==> src/rtl/bsg_manycore_hor_io_proc_arbiter_pkg.sv <==
// Shared definitions for the horizontal IO proc-port arbiter: reg_id width and
// the flat bit layouts of the manycore forward and return packets.
//   forward packet : {addr, op(2), reg_id, payload(data), src_y, src_x, y, x}
//   return packet  : {type(2), data, reg_id, y, x}
package bsg_manycore_hor_io_proc_arbiter_pkg;

  localparam int reg_id_width_gp = 5;

  typedef logic [reg_id_width_gp-1:0] reg_id_t;

  typedef enum logic [1:0] {
    e_return_credit   = 2'd0,
    e_return_int_wb   = 2'd1,
    e_return_float_wb = 2'd2,
    e_return_ifetch   = 2'd3
  } return_packet_type_e;

  function automatic int packet_width(int addr_w, int data_w, int x_w, int y_w);
    return addr_w + 2 + reg_id_width_gp + data_w + 2*y_w + 2*x_w;
  endfunction

  function automatic int packet_reg_id_lsb(int data_w, int x_w, int y_w);
    return data_w + 2*y_w + 2*x_w;
  endfunction

  function automatic int return_packet_width(int data_w, int x_w, int y_w);
    return 2 + data_w + reg_id_width_gp + y_w + x_w;
  endfunction

  function automatic int return_packet_reg_id_lsb(int x_w, int y_w);
    return y_w + x_w;
  endfunction

endpackage

==> src/rtl/bsg_manycore_hor_io_proc_arbiter_tag_pool.sv <==
// Tag pool: free bitvector with lowest-index-free allocation and a count of
// allocated tags. A tag freed this cycle only becomes allocatable next cycle.
module bsg_manycore_hor_io_proc_arbiter_tag_pool #(
  parameter int num_tags_p    = 16,
  parameter int tag_width_p   = 4,
  parameter int count_width_p = 5
) (
  input  logic                     clk_i,
  input  logic                     reset_n_i,
  input  logic                     alloc_v_i,
  input  logic                     free_v_i,
  input  logic [tag_width_p-1:0]   free_tag_i,
  output logic                     avail_o,
  output logic [tag_width_p-1:0]   alloc_tag_o,
  output logic [num_tags_p-1:0]    allocated_o,
  output logic [count_width_p-1:0] count_o
);

  typedef logic [tag_width_p-1:0]   tag_t;
  typedef logic [count_width_p-1:0] count_t;

  logic [num_tags_p-1:0] r_free;
  logic [num_tags_p-1:0] w_free_next;
  count_t                r_count;

  // lowest-index free tag
  always_comb begin
    alloc_tag_o = '0;
    for (int t = num_tags_p - 1; t >= 0; t--) begin
      if (r_free[t]) alloc_tag_o = tag_t'(t);
    end
  end

  // apply free and alloc together; they never target the same tag
  always_comb begin
    w_free_next = r_free;
    if (free_v_i)  w_free_next[free_tag_i]  = 1'b1;
    if (alloc_v_i) w_free_next[alloc_tag_o] = 1'b0;
  end

  // free vector and allocated count
  always_ff @(posedge clk_i) begin
    if (!reset_n_i) begin
      r_free  <= '1;
      r_count <= '0;
    end else begin
      r_free <= w_free_next;
      if (alloc_v_i && !free_v_i)      r_count <= r_count + count_t'(1);
      else if (!alloc_v_i && free_v_i) r_count <= r_count - count_t'(1);
    end
  end

  assign avail_o     = |r_free;
  assign allocated_o = ~r_free;
  assign count_o     = r_count;

endmodule

==> src/rtl/bsg_manycore_hor_io_proc_arbiter.sv <==
// Shares one router P-port among num_req_p accelerators. Requests are
// round-robin arbitrated into a one-deep forward register with reg_id swapped
// for a pool tag; responses are steered back combinationally by tag lookup
// with the original reg_id restored.
// Geometry defaults exist only so the module elaborates standalone; the
// instantiator is expected to set them to the real packet geometry.
module bsg_manycore_hor_io_proc_arbiter
  import bsg_manycore_hor_io_proc_arbiter_pkg::*;
#(
  parameter int addr_width_p   = 28,
  parameter int data_width_p   = 32,
  parameter int x_cord_width_p = 7,
  parameter int y_cord_width_p = 7,
  parameter int num_req_p      = 2,
  parameter int num_tags_p     = 16,
  localparam int pkt_w_lp   = packet_width(addr_width_p, data_width_p, x_cord_width_p, y_cord_width_p),
  localparam int ret_w_lp   = return_packet_width(data_width_p, x_cord_width_p, y_cord_width_p),
  localparam int count_w_lp = $clog2(num_tags_p + 1)
) (
  input  logic                          clk_i,
  input  logic                          reset_n_i,
  input  logic [num_req_p-1:0]          req_v_i,
  input  logic [num_req_p*pkt_w_lp-1:0] req_pkt_i,
  output logic [num_req_p-1:0]          req_ready_o,
  output logic                          fwd_v_o,
  output logic [pkt_w_lp-1:0]           fwd_pkt_o,
  input  logic                          fwd_ready_i,
  input  logic                          ret_v_i,
  input  logic [ret_w_lp-1:0]           ret_pkt_i,
  output logic                          ret_ready_o,
  output logic [num_req_p-1:0]          resp_v_o,
  output logic [ret_w_lp-1:0]           resp_pkt_o,
  input  logic [num_req_p-1:0]          resp_ready_i,
  output logic [count_w_lp-1:0]         outstanding_o,
  output logic                          err_o
);

  localparam int pkt_rid_lsb_lp = packet_reg_id_lsb(data_width_p, x_cord_width_p, y_cord_width_p);
  localparam int ret_rid_lsb_lp = return_packet_reg_id_lsb(x_cord_width_p, y_cord_width_p);
  localparam int tag_w_lp       = (num_tags_p > 1) ? $clog2(num_tags_p) : 1;
  localparam int req_idx_w_lp   = $clog2(num_req_p);

  typedef logic [tag_w_lp-1:0]     tag_t;
  typedef logic [req_idx_w_lp-1:0] req_idx_t;

  localparam req_idx_t last_req_lp = req_idx_t'(num_req_p - 1);

  logic                  r_fwd_v;
  logic [pkt_w_lp-1:0]   r_fwd_pkt;
  req_idx_t              r_rr;
  logic                  r_err;
  req_idx_t              r_tbl_idx [num_tags_p];
  reg_id_t               r_tbl_rid [num_tags_p];

  logic                  w_load;
  logic                  w_found;
  int                    w_scan;
  req_idx_t              w_winner;
  logic                  w_grant;
  logic [pkt_w_lp-1:0]   w_sel_pkt;
  logic [pkt_w_lp-1:0]   w_fwd_pkt_next;
  logic                  w_tag_avail;
  tag_t                  w_alloc_tag;
  logic [num_tags_p-1:0] w_allocated;
  reg_id_t               w_rtag;
  tag_t                  w_rtag_idx;
  logic                  w_ret_hit;
  req_idx_t              w_ret_owner;
  logic                  w_free_v;

  bsg_manycore_hor_io_proc_arbiter_tag_pool #(
    .num_tags_p    (num_tags_p),
    .tag_width_p   (tag_w_lp),
    .count_width_p (count_w_lp)
  ) u_tag_pool (
    .clk_i       (clk_i),
    .reset_n_i   (reset_n_i),
    .alloc_v_i   (w_grant),
    .free_v_i    (w_free_v),
    .free_tag_i  (w_rtag_idx),
    .avail_o     (w_tag_avail),
    .alloc_tag_o (w_alloc_tag),
    .allocated_o (w_allocated),
    .count_o     (outstanding_o)
  );

  // round-robin scan starting at the pointer
  always_comb begin
    w_found  = 1'b0;
    w_winner = '0;
    w_scan   = 0;
    for (int k = 0; k < num_req_p; k++) begin
      w_scan = int'(r_rr) + k;
      if (w_scan >= num_req_p) w_scan = w_scan - num_req_p;
      if (!w_found && req_v_i[w_scan]) begin
        w_found  = 1'b1;
        w_winner = req_idx_t'(w_scan);
      end
    end
  end

  assign w_load    = ~r_fwd_v | fwd_ready_i;
  assign w_grant   = w_found & w_tag_avail & w_load;
  assign w_sel_pkt = req_pkt_i[int'(w_winner)*pkt_w_lp +: pkt_w_lp];

  // winning packet with its reg_id replaced by the allocated tag
  always_comb begin
    w_fwd_pkt_next = w_sel_pkt;
    w_fwd_pkt_next[pkt_rid_lsb_lp +: reg_id_width_gp] = reg_id_t'(w_alloc_tag);
  end

  // one-hot handshake to the winner only
  always_comb begin
    req_ready_o = '0;
    if (w_grant) req_ready_o[w_winner] = 1'b1;
  end

  // forward output register: hold under backpressure, reload while draining
  always_ff @(posedge clk_i) begin
    if (!reset_n_i) begin
      r_fwd_v   <= 1'b0;
      r_fwd_pkt <= '0;
    end else if (w_grant) begin
      r_fwd_v   <= 1'b1;
      r_fwd_pkt <= w_fwd_pkt_next;
    end else if (fwd_ready_i) begin
      r_fwd_v   <= 1'b0;
    end
  end

  // round-robin pointer moves just past the winner
  always_ff @(posedge clk_i) begin
    if (!reset_n_i)   r_rr <= '0;
    else if (w_grant) r_rr <= (w_winner == last_req_lp) ? '0 : w_winner + req_idx_t'(1);
  end

  // tag table: owner and original reg_id, only meaningful while allocated
  always_ff @(posedge clk_i) begin
    if (w_grant) begin
      r_tbl_idx[w_alloc_tag] <= w_winner;
      r_tbl_rid[w_alloc_tag] <= w_sel_pkt[pkt_rid_lsb_lp +: reg_id_width_gp];
    end
  end

  assign w_rtag      = ret_pkt_i[ret_rid_lsb_lp +: reg_id_width_gp];
  assign w_rtag_idx  = w_rtag[tag_w_lp-1:0];
  assign w_ret_hit   = (int'(w_rtag) < num_tags_p) && w_allocated[w_rtag_idx];
  assign w_ret_owner = r_tbl_idx[w_rtag_idx];
  assign w_free_v    = ret_v_i & w_ret_hit & resp_ready_i[w_ret_owner];

  // unknown tags are swallowed so a stray response cannot wedge the router
  assign ret_ready_o = w_ret_hit ? resp_ready_i[w_ret_owner] : 1'b1;

  // response steering and reg_id restore
  always_comb begin
    resp_v_o   = '0;
    resp_pkt_o = ret_pkt_i;
    resp_pkt_o[ret_rid_lsb_lp +: reg_id_width_gp] = r_tbl_rid[w_rtag_idx];
    if (ret_v_i && w_ret_hit) resp_v_o[w_ret_owner] = 1'b1;
  end

  // sticky flag for responses carrying an unallocated tag
  always_ff @(posedge clk_i) begin
    if (!reset_n_i)                  r_err <= 1'b0;
    else if (ret_v_i && !w_ret_hit)  r_err <= 1'b1;
  end

  assign fwd_v_o   = r_fwd_v;
  assign fwd_pkt_o = r_fwd_pkt;
  assign err_o     = r_err;

endmodule

==> config.mk <==
export PLATFORM = sky130hd
export DESIGN_NAME = bsg_manycore_hor_io_proc_arbiter
export DESIGN_NICKNAME = d
export VERILOG_FILES = /design/src/rtl/bsg_manycore_hor_io_proc_arbiter_pkg.sv /design/src/rtl/bsg_manycore_hor_io_proc_arbiter_tag_pool.sv /design/src/rtl/bsg_manycore_hor_io_proc_arbiter.sv
export SDC_FILE = /design/constraint.sdc
export NUM_CORES = 1
export LEC_CHECK = 0
export ABC_CLOCK_PERIOD_IN_PS = 3700
export BUFFER_PORTS_ARGS = -buffer_cell sky130_fd_sc_hd__buf_2
export CAP_MARGIN = 20
export CORE_ASPECT_RATIO = 0.8
export CORE_MARGIN = 5
export CORE_UTILIZATION = 45
export DETAILED_ROUTE_END_ITERATION = 10
export PLACE_DENSITY_LB_ADDON = 0.25
export SLEW_MARGIN = 25
export SYNTH_ARGS = -nofsm -noshare
export SYNTH_HDL_FRONTEND = slang
export SYNTH_SLANG_ARGS = --single-unit
==> constraint.sdc <==
create_clock -name clk_i -period 3.7 [get_ports clk_i]
set_input_delay 0.37 -clock clk_i [delete_from_list [all_inputs] [get_ports clk_i]]
set_output_delay 0.37 -clock clk_i [all_outputs]
set_load 0.005 [all_outputs]
==> results of run 1 <==
[cells by family after synthesis]
group	after synthesis	share of synthesized area, %
AOI/OAI and AO/OA	161	13.0
buffers and inverters	134	7.46
DFF	214	53.6
and+or+nand+nor	394	16.8
adders and majority gates	5	0.717
other	1	0.0383
xor gates and xnor gates	4	0.358
muxes	41	8.05
[sequential cells by signal (all words and copies together) (netlist names)]
signal and flops:
fwd_v_o 1, r_rr 1, err_o 1, r_tbl_rid 80, r_tbl_idx 16, u_tag_pool.r_free 16, fwd_pkt_o 94, u_tag_pool.count_o 5
[worst reg2reg max path, cell delays in order (launching register included)]
cell and delay [ns]:
sky130_fd_sc_hd__edfxtp_1 0.40, sky130_fd_sc_hd__mux4_2 0.47, sky130_fd_sc_hd__mux2i_1 0.22, sky130_fd_sc_hd__mux2i_1 0.25
sky130_fd_sc_hd__o211ai_2 0.11, sky130_fd_sc_hd__nand2b_1 0.14, sky130_fd_sc_hd__ha_1 0.20, sky130_fd_sc_hd__inv_1 0.11
sky130_fd_sc_hd__fa_1 0.43, sky130_fd_sc_hd__a21o_1 0.21, sky130_fd_sc_hd__a21oi_1 0.21, sky130_fd_sc_hd__xnor2_1 0.10
sky130_fd_sc_hd__or3_1 0.30, sky130_fd_sc_hd__a21oi_1 0.14
[cell usage after synthesis (all sizes together), types with 4 or more instances]
cell type,instances,area share [%]
buf,67,4.9
mux4,29,6.7
nor4,8,0.64
nor2b,6,0.38
nor3,17,0.87
o21ai,9,0.46
a21oi,23,1.2
dfxtp,118,24
o211ai,6,0.56
a211oi,8,0.61
or3,5,0.32
inv,13,0.50
nand2,208,8.0
o32a,4,0.41
ha,4,0.51
a311oi,90,8.1
nand2b,11,0.70
mux2,5,0.61
mux2i,7,0.72
nor2,124,4.8
or2,4,0.26
a31oi,5,0.32
edfxtp,96,29
clkbuf,54,2.1
[layer usage]
layer  wire length [µm]  up-vias
li1                   -     3888
met1              12800     3881
met2              14800      370
met3               2990       51
met4                750        4
met5                 21        -
[through the flow]
stage / util (%) / hold slack, ns / power, mW / setup slack (ns) / cell area (µm²)
final: 55.4 / 0.120 / 5.68 / 0.338 / 11900
after global routing: 55.4 / 0.112 / 5.93 / 0.0620 / 11900
after CTS: 55.4 / 0.104 / 5.73 / 0.318 / 11900
after detailed placement: 52.2 / 0.453 / 3.57 / 0.125 / 11200
after global placement: 52.2 / 0.442 / 3.56 / 0.193 / 11200
after floorplan: - / 0.434 / 3.23 / 0.456 / 9780
[area by class of cell]
cell class	count	share of cell area [%]
Sequential cell	214	44.0
Multi-Input combinational cell	606	32.0
Timing Repair Buffer	335	14.7
Clock buffer	32	5.20
Tap cell	275	2.89
Clock inverter	8	0.651
Inverter	13	0.451
Antenna cell	3	0.0630
[power by group]
group          total [mW]  switching, mW  internal, mW
registers            2.69         0.0793          2.61
clock network        2.16          0.922          1.24
logic               0.827          0.466         0.361
total                5.68           1.47          4.21
[worst max-delay path by stage]
stage	startpoint	end	slack, ns	cells after the start
6_report	r_tbl_idx[12]	u_tag_pool.count_o[4]	0.34	13
5_1_grt	r_tbl_idx[12]	u_tag_pool.count_o[4]	0.06	13
4_1_cts	r_tbl_idx[12]	u_tag_pool.count_o[4]	0.32	13
3_5_place_dp	ret_pkt_i[15]	u_tag_pool.count_o[4]	0.13	14
3_3_place_gp	ret_pkt_i[15]	u_tag_pool.count_o[4]	0.19	14
2_1_floorplan	ret_pkt_i[15]	u_tag_pool.count_o[4]	0.46	14
==> reports/qor.yml, run 1 <==
status: "finished clean"
cpMaxStageDelayCell: "sky130_fd_sc_hd__mux4_2"
design.portCount: 411
ys_types: 55
grt_antenna_before_repair: 5
hold_start: "req_pkt_i[147]"
cts_num_sinks: 214
cts_max_path_buffers: 3
crit-reg2reg-capture: "u_tag_pool.count_o[4]"
cts_tree: "built"
hp-class: "input pin to flop"
worst_path_largest_cell_delay_ns: 0.47
synthesis.nets: 1210
antenna_left: 0
worst_setup_hold_path_clk_slew_ns: 0.06
routed_via_density: 5.51
wirelength_um: 31400
layer_with_the_highest_usage: "met2"
whs_endpoint: "fwd_pkt_o[52]"
synthesized_flop_and_latch_total: 214
die_height_um: 142
cts.repair_timing.setup_buffer_count: 0
setup_slack_of_the_worst_register_to_register_path_ns: 0.34
fp.coreArea_um2: 21500
synthesis.area_per_instance_um2: 10.3
grt_util_met1_pct: 32.4
std_cell_rows: 48
drt-initial-drc-count: 695
grt_start_max_net_pins: 186
global_route_wire_length_before_repair_um: 46400
setup.worst_path.start_class: "flop"
cts_resized: 0
crit_chain: "mux4_2 > mux2i_1 > mux2i_1 > o211ai_2 > nand2b_1 > ha_1 > inv_1 > fa_1 > a21o_1 > a21oi_1 > xnor2_1 > or3_1 > a21oi_1"
layout-area-overhead-vs-synth_pct: 21.9
router_iterations_before_antenna_repair: 5
most_used_dff_post_synth: "sky130_fd_sc_hd__dfxtp_1"
synth-async-reset-ratio_pct: 0
timing.setup.tns_ns: 0
io_buffers: 313
n_fill_cell: 1922
hold_path_depth: 3
cts_hold_buffers: 0
synth.yosys.seq_area_share_pct: 53.6
worst-path-max-fanout: 4
syn_inst: 954
final_cell_count_no_fill: 1486
root_buf_cell: "sky130_fd_sc_hd__clkbuf_16"
max-vdd-ir-drop_v: 0.000359
worstPathArrival_ns: 3.78
power.leakage_nw: 5.04
slew_headroom_pct: 41.7
drc: 0
path_buf_inv: 1
cts_buffers: 22
count_of_flip_flops_with_a_built_in_enable_after_synthesis: 96
setup_viol: 0
post-dp-hpwl_um: 23200
final_nets: 1448
critical_path.endpoint_type: "flop"
final.period_utilization_pct: 90.9
yosys_warn_count: 0
maxClockFrequency_mhz: 297
worstSkewPairLatency_ns: 0.51
reg2regPathDepth: 13
grt_overflow_total: 0
cpLargestDelayFamily: "multiplexers"
met3_usage_pct: 7.43
most_frequent_standard_cell_in_the_layout_excluding_fill_and_tap_cells: "sky130_fd_sc_hd__buf_2"
sequential_cell_area_um2: 5250
area_of_the_multi_input_gates_um2: 3820
cp.required_ns: 4.12
final.setup_skew_ns: 0.0186
pin_slew_with_the_least_headroom_to_its_limit_ns: 0.875
number_of_global_route_vias_before_repair: 7922
grt.total_usage_pct: 24.0
routabilityCongestion: 0.896
final-hold-violation-count: 0
slew_violations: 0
syn-cell-area_um2: 9780
htree_levels: 1
grt_util_met2_pct: 38.0
finalCriticalPeriod_ns: 3.36
layout.cells.most_common_list: "sky130_fd_sc_hd__buf_2 (313), sky130_fd_sc_hd__nand2_1 (208), sky130_fd_sc_hd__nor2_1 (124), sky130_fd_sc_hd__dfxtp_1 (118), sky130_fd_sc_hd__edfxtp_1 (96)"
die_width_um: 175
vias: 8194
floorplan.initialDensity_pct: 45.5
grt_setup_unrepaired: "no"
worstSetupPathType: "flop to flop"
cellPowerDensity_nw_per_um2: 477
detail_route.wl_per_cell_um: 21.1
proportion_of_layout_cells_with_a_drive_suffix_above_1_pct: 34.3
reg2reg_from: "r_tbl_idx[12]"
cap_viol_max_count: 0
dieArea_um2: 24800
post-place-cells: 1443
(Power assumes the default switching activity.)
==> inputs of run 2 (changes only) <==
Settings changed: CORE_AREA set to 5 5 155 157, CORE_ASPECT_RATIO 0.8 to not set, CORE_MARGIN 5 to not set, CORE_UTILIZATION 45 to not set, CTS_BUF_LIST set to sky130_fd_sc_hd__clkbuf_2 sky130_fd_sc_hd__clkbuf_4 sky130_fd_sc_hd__clkbuf_8, CTS_CLUSTER_SIZE set to 12, DIE_AREA set to 0 0 160 162.
==> reports/qor.yml, run 2 (synthesis results as in run 1) <==
antenna_left: 0  # unchanged
cts_tree: "built"  # unchanged
router_iterations_before_antenna_repair: 5  # unchanged
root_buf_cell: "sky130_fd_sc_hd__clkbuf_8"  # was sky130_fd_sc_hd__clkbuf_16
setup_viol: 0  # unchanged
die_height_um: 162  # was 142 µm
post-dp-hpwl_um: 22000  # was 23200 µm
crit_chain: "nor4_1 > a41oi_1 > nand2_1 > inv_6 > buf_4 > buf_4 > nor2_1 > a311oi_1"  # was mux4_2 > mux2i_1 > mux2i_1 > o211ai_2 > nand2b_1 > ha_1 > inv_1 > fa_1 > a21o_1 > a21oi_1 > xnor2_1 > or3_1 > a21oi_1
cts_buffers: 37  # was 22
routabilityCongestion: 0.896  # about the same
cts_max_path_buffers: 3  # unchanged
final_nets: 1466  # was 1448
cts_resized: 0  # unchanged
std_cell_rows: 55  # was 48
post-layout-total-power_mw: 5.68  # about the same
cts_num_sinks: 214  # unchanged
worst_setup_hold_path_clk_slew_ns: 0.06  # about the same
grt.total_usage_pct: 22.5  # was 24.0%
max-vdd-ir-drop_v: 0.000257  # was 0.000359 V
proportion_of_layout_cells_with_a_drive_suffix_above_1_pct: 36.2  # was 34.3%
die_width_um: 160  # was 175 µm
final-hold-violation-count: 0  # unchanged
finalCriticalPeriod_ns: 3.23  # was 3.36 ns
design.portCount: 411  # unchanged
grt_setup_unrepaired: "no"  # unchanged
io_buffers: 313  # unchanged
layout.cells.most_common_list: "sky130_fd_sc_hd__buf_2 (313), sky130_fd_sc_hd__nand2_1 (208), sky130_fd_sc_hd__nor2_1 (124), sky130_fd_sc_hd__dfxtp_1 (118), sky130_fd_sc_hd__edfxtp_1 (96)"  # unchanged
worstSetupPathType: "flop to flop"  # unchanged
routed_via_density: 5.40  # was 5.51
final.period_utilization_pct: 87.4  # was 90.9%
final.setup_skew_ns: 0.0217  # was 0.0186 ns
cp.required_ns: 4.12  # about the same
worstPathArrival_ns: 3.66  # was 3.78 ns
htree_levels: 2  # was 1
power.leakage_nw: 5.11  # was 5.04 nW
status: "finished clean"  # unchanged
dieArea_um2: 25900  # was 24800 µm²
grt_start_max_net_pins: 97  # was 186
timing.setup.tns_ns: 0  # unchanged
grt_antenna_before_repair: 7  # was 5
cts_hold_buffers: 0  # unchanged
layout-area-overhead-vs-synth_pct: 22.8  # was 21.9%
cap_viol_max_count: 0  # unchanged
drt-initial-drc-count: 672  # was 695
cpLargestDelayFamily: "buffers and inverters"  # was multiplexers
worst-path-max-fanout: 93  # was 4
slew_headroom_pct: 38.2  # was 41.7%
worstSkewPairLatency_ns: 0.52  # was 0.51 ns
path_common_cell: "sky130_fd_sc_hd__buf_4"
detail_route.wl_per_cell_um: 20.0  # was 21.1 µm
drc: 0  # unchanged
cts.repair_timing.setup_buffer_count: 0  # unchanged
cpMaxStageDelayCell: "sky130_fd_sc_hd__buf_4"  # was sky130_fd_sc_hd__mux4_2
grt_overflow_total: 0  # unchanged
cellPowerDensity_nw_per_um2: 473  # was 477 nW/µm²
floorplan.initialDensity_pct: 43.7  # was 45.5%
setup.worst_path.start_class: "flop"  # unchanged
global_route_wire_length_before_repair_um: 46000  # was 46400 µm
slew_violations: 0  # unchanged
maxClockFrequency_mhz: 309  # was 297 MHz
pin_slew_with_the_least_headroom_to_its_limit_ns: 0.927  # was 0.875 ns
wirelength_um: 30400  # was 31400 µm
path_buf_inv: 3  # was 1
largest_reg_flops: 94  # unchanged
most_frequent_standard_cell_in_the_layout_excluding_fill_and_tap_cells: "sky130_fd_sc_hd__buf_2"  # unchanged
vias: 8219  # was 8194
critical_path.endpoint_type: "flop"  # unchanged
worst_path_largest_cell_delay_ns: 0.82  # was 0.47 ns
number_of_global_route_vias_before_repair: 8095  # was 7922
fp.coreArea_um2: 22400  # was 21500 µm²
hp-class: "input pin to flop"  # unchanged
-- run 2: path summary, 6_finish.rpt --
path / start / endpoint / slack [ns] / depth (start not counted)
worst max-delay path: u_tag_pool.r_free[8] / fwd_pkt_o[87] / 0.47 / 8
worst min register to register: fwd_pkt_o[62] / fwd_pkt_o[62] / 0.45 / 2
worst max register to register: u_tag_pool.r_free[8] / fwd_pkt_o[87] / 0.47 / 8
worst min-delay path: ret_v_i / err_o / 0.1 / 3
-- run 2: tightest hold or removal path, cell delays in order --
cell	delay (ns)
sky130_fd_sc_hd__buf_2	0.09
sky130_fd_sc_hd__a21oi_1	0.05
sky130_fd_sc_hd__nor2_1	0.07
-- run 2: through the flow --
| step | hold slack [ns] | setup WS (ns) | instance area, µm² | std cells | util [%] |
|---|---|---|---|---|---|
| CTS | 0.0637 | 0.453 | 12000 | 1521 | 53.6 |
| global route | 0.0784 | 0.166 | 12000 | 1523 | 53.7 |
| detailed placement | 0.443 | 0.101 | 11200 | 1456 | 50.3 |
| global placement | 0.439 | 0.141 | 11200 | 1456 | 50.3 |
| floorplan | 0.434 | 0.456 | 9780 | 954 | - |
| finish | 0.0979 | 0.466 | 12000 | 1523 | 53.7 |
-- run 2: report_power, final --
part / internal (mW) / total, mW / switching, mW
sequential: 2.61 / 2.69 / 0.0774
combinational: 0.359 / 0.820 / 0.462
clock: 1.23 / 2.17 / 0.936
-- run 2: area by class of cell --
| type | count | area [µm²] |
|---|---|---|
| clock buffers | 59 | 718 |
| diodes | 2 | 5.00 |
| flip-flops and latches | 214 | 5250 |
| repair buffers | 338 | 1770 |
| well taps | 285 | 357 |
| clock inverters | 6 | 38.8 |
| multi-input cells | 606 | 3820 |
| inverters | 13 | 56.3 |
| fillers | 2060 | 10400 |
-- run 2: routing by layer --
layer  global-route usage (%)  share of wire (%)  vias up
li1                         -                  -     3925
met1                     29.0                 41     3886
met2                     35.9                 48      345
met3                     8.86                9.7       53
met4                     5.24                1.6       10
met5                        0               0.22        -
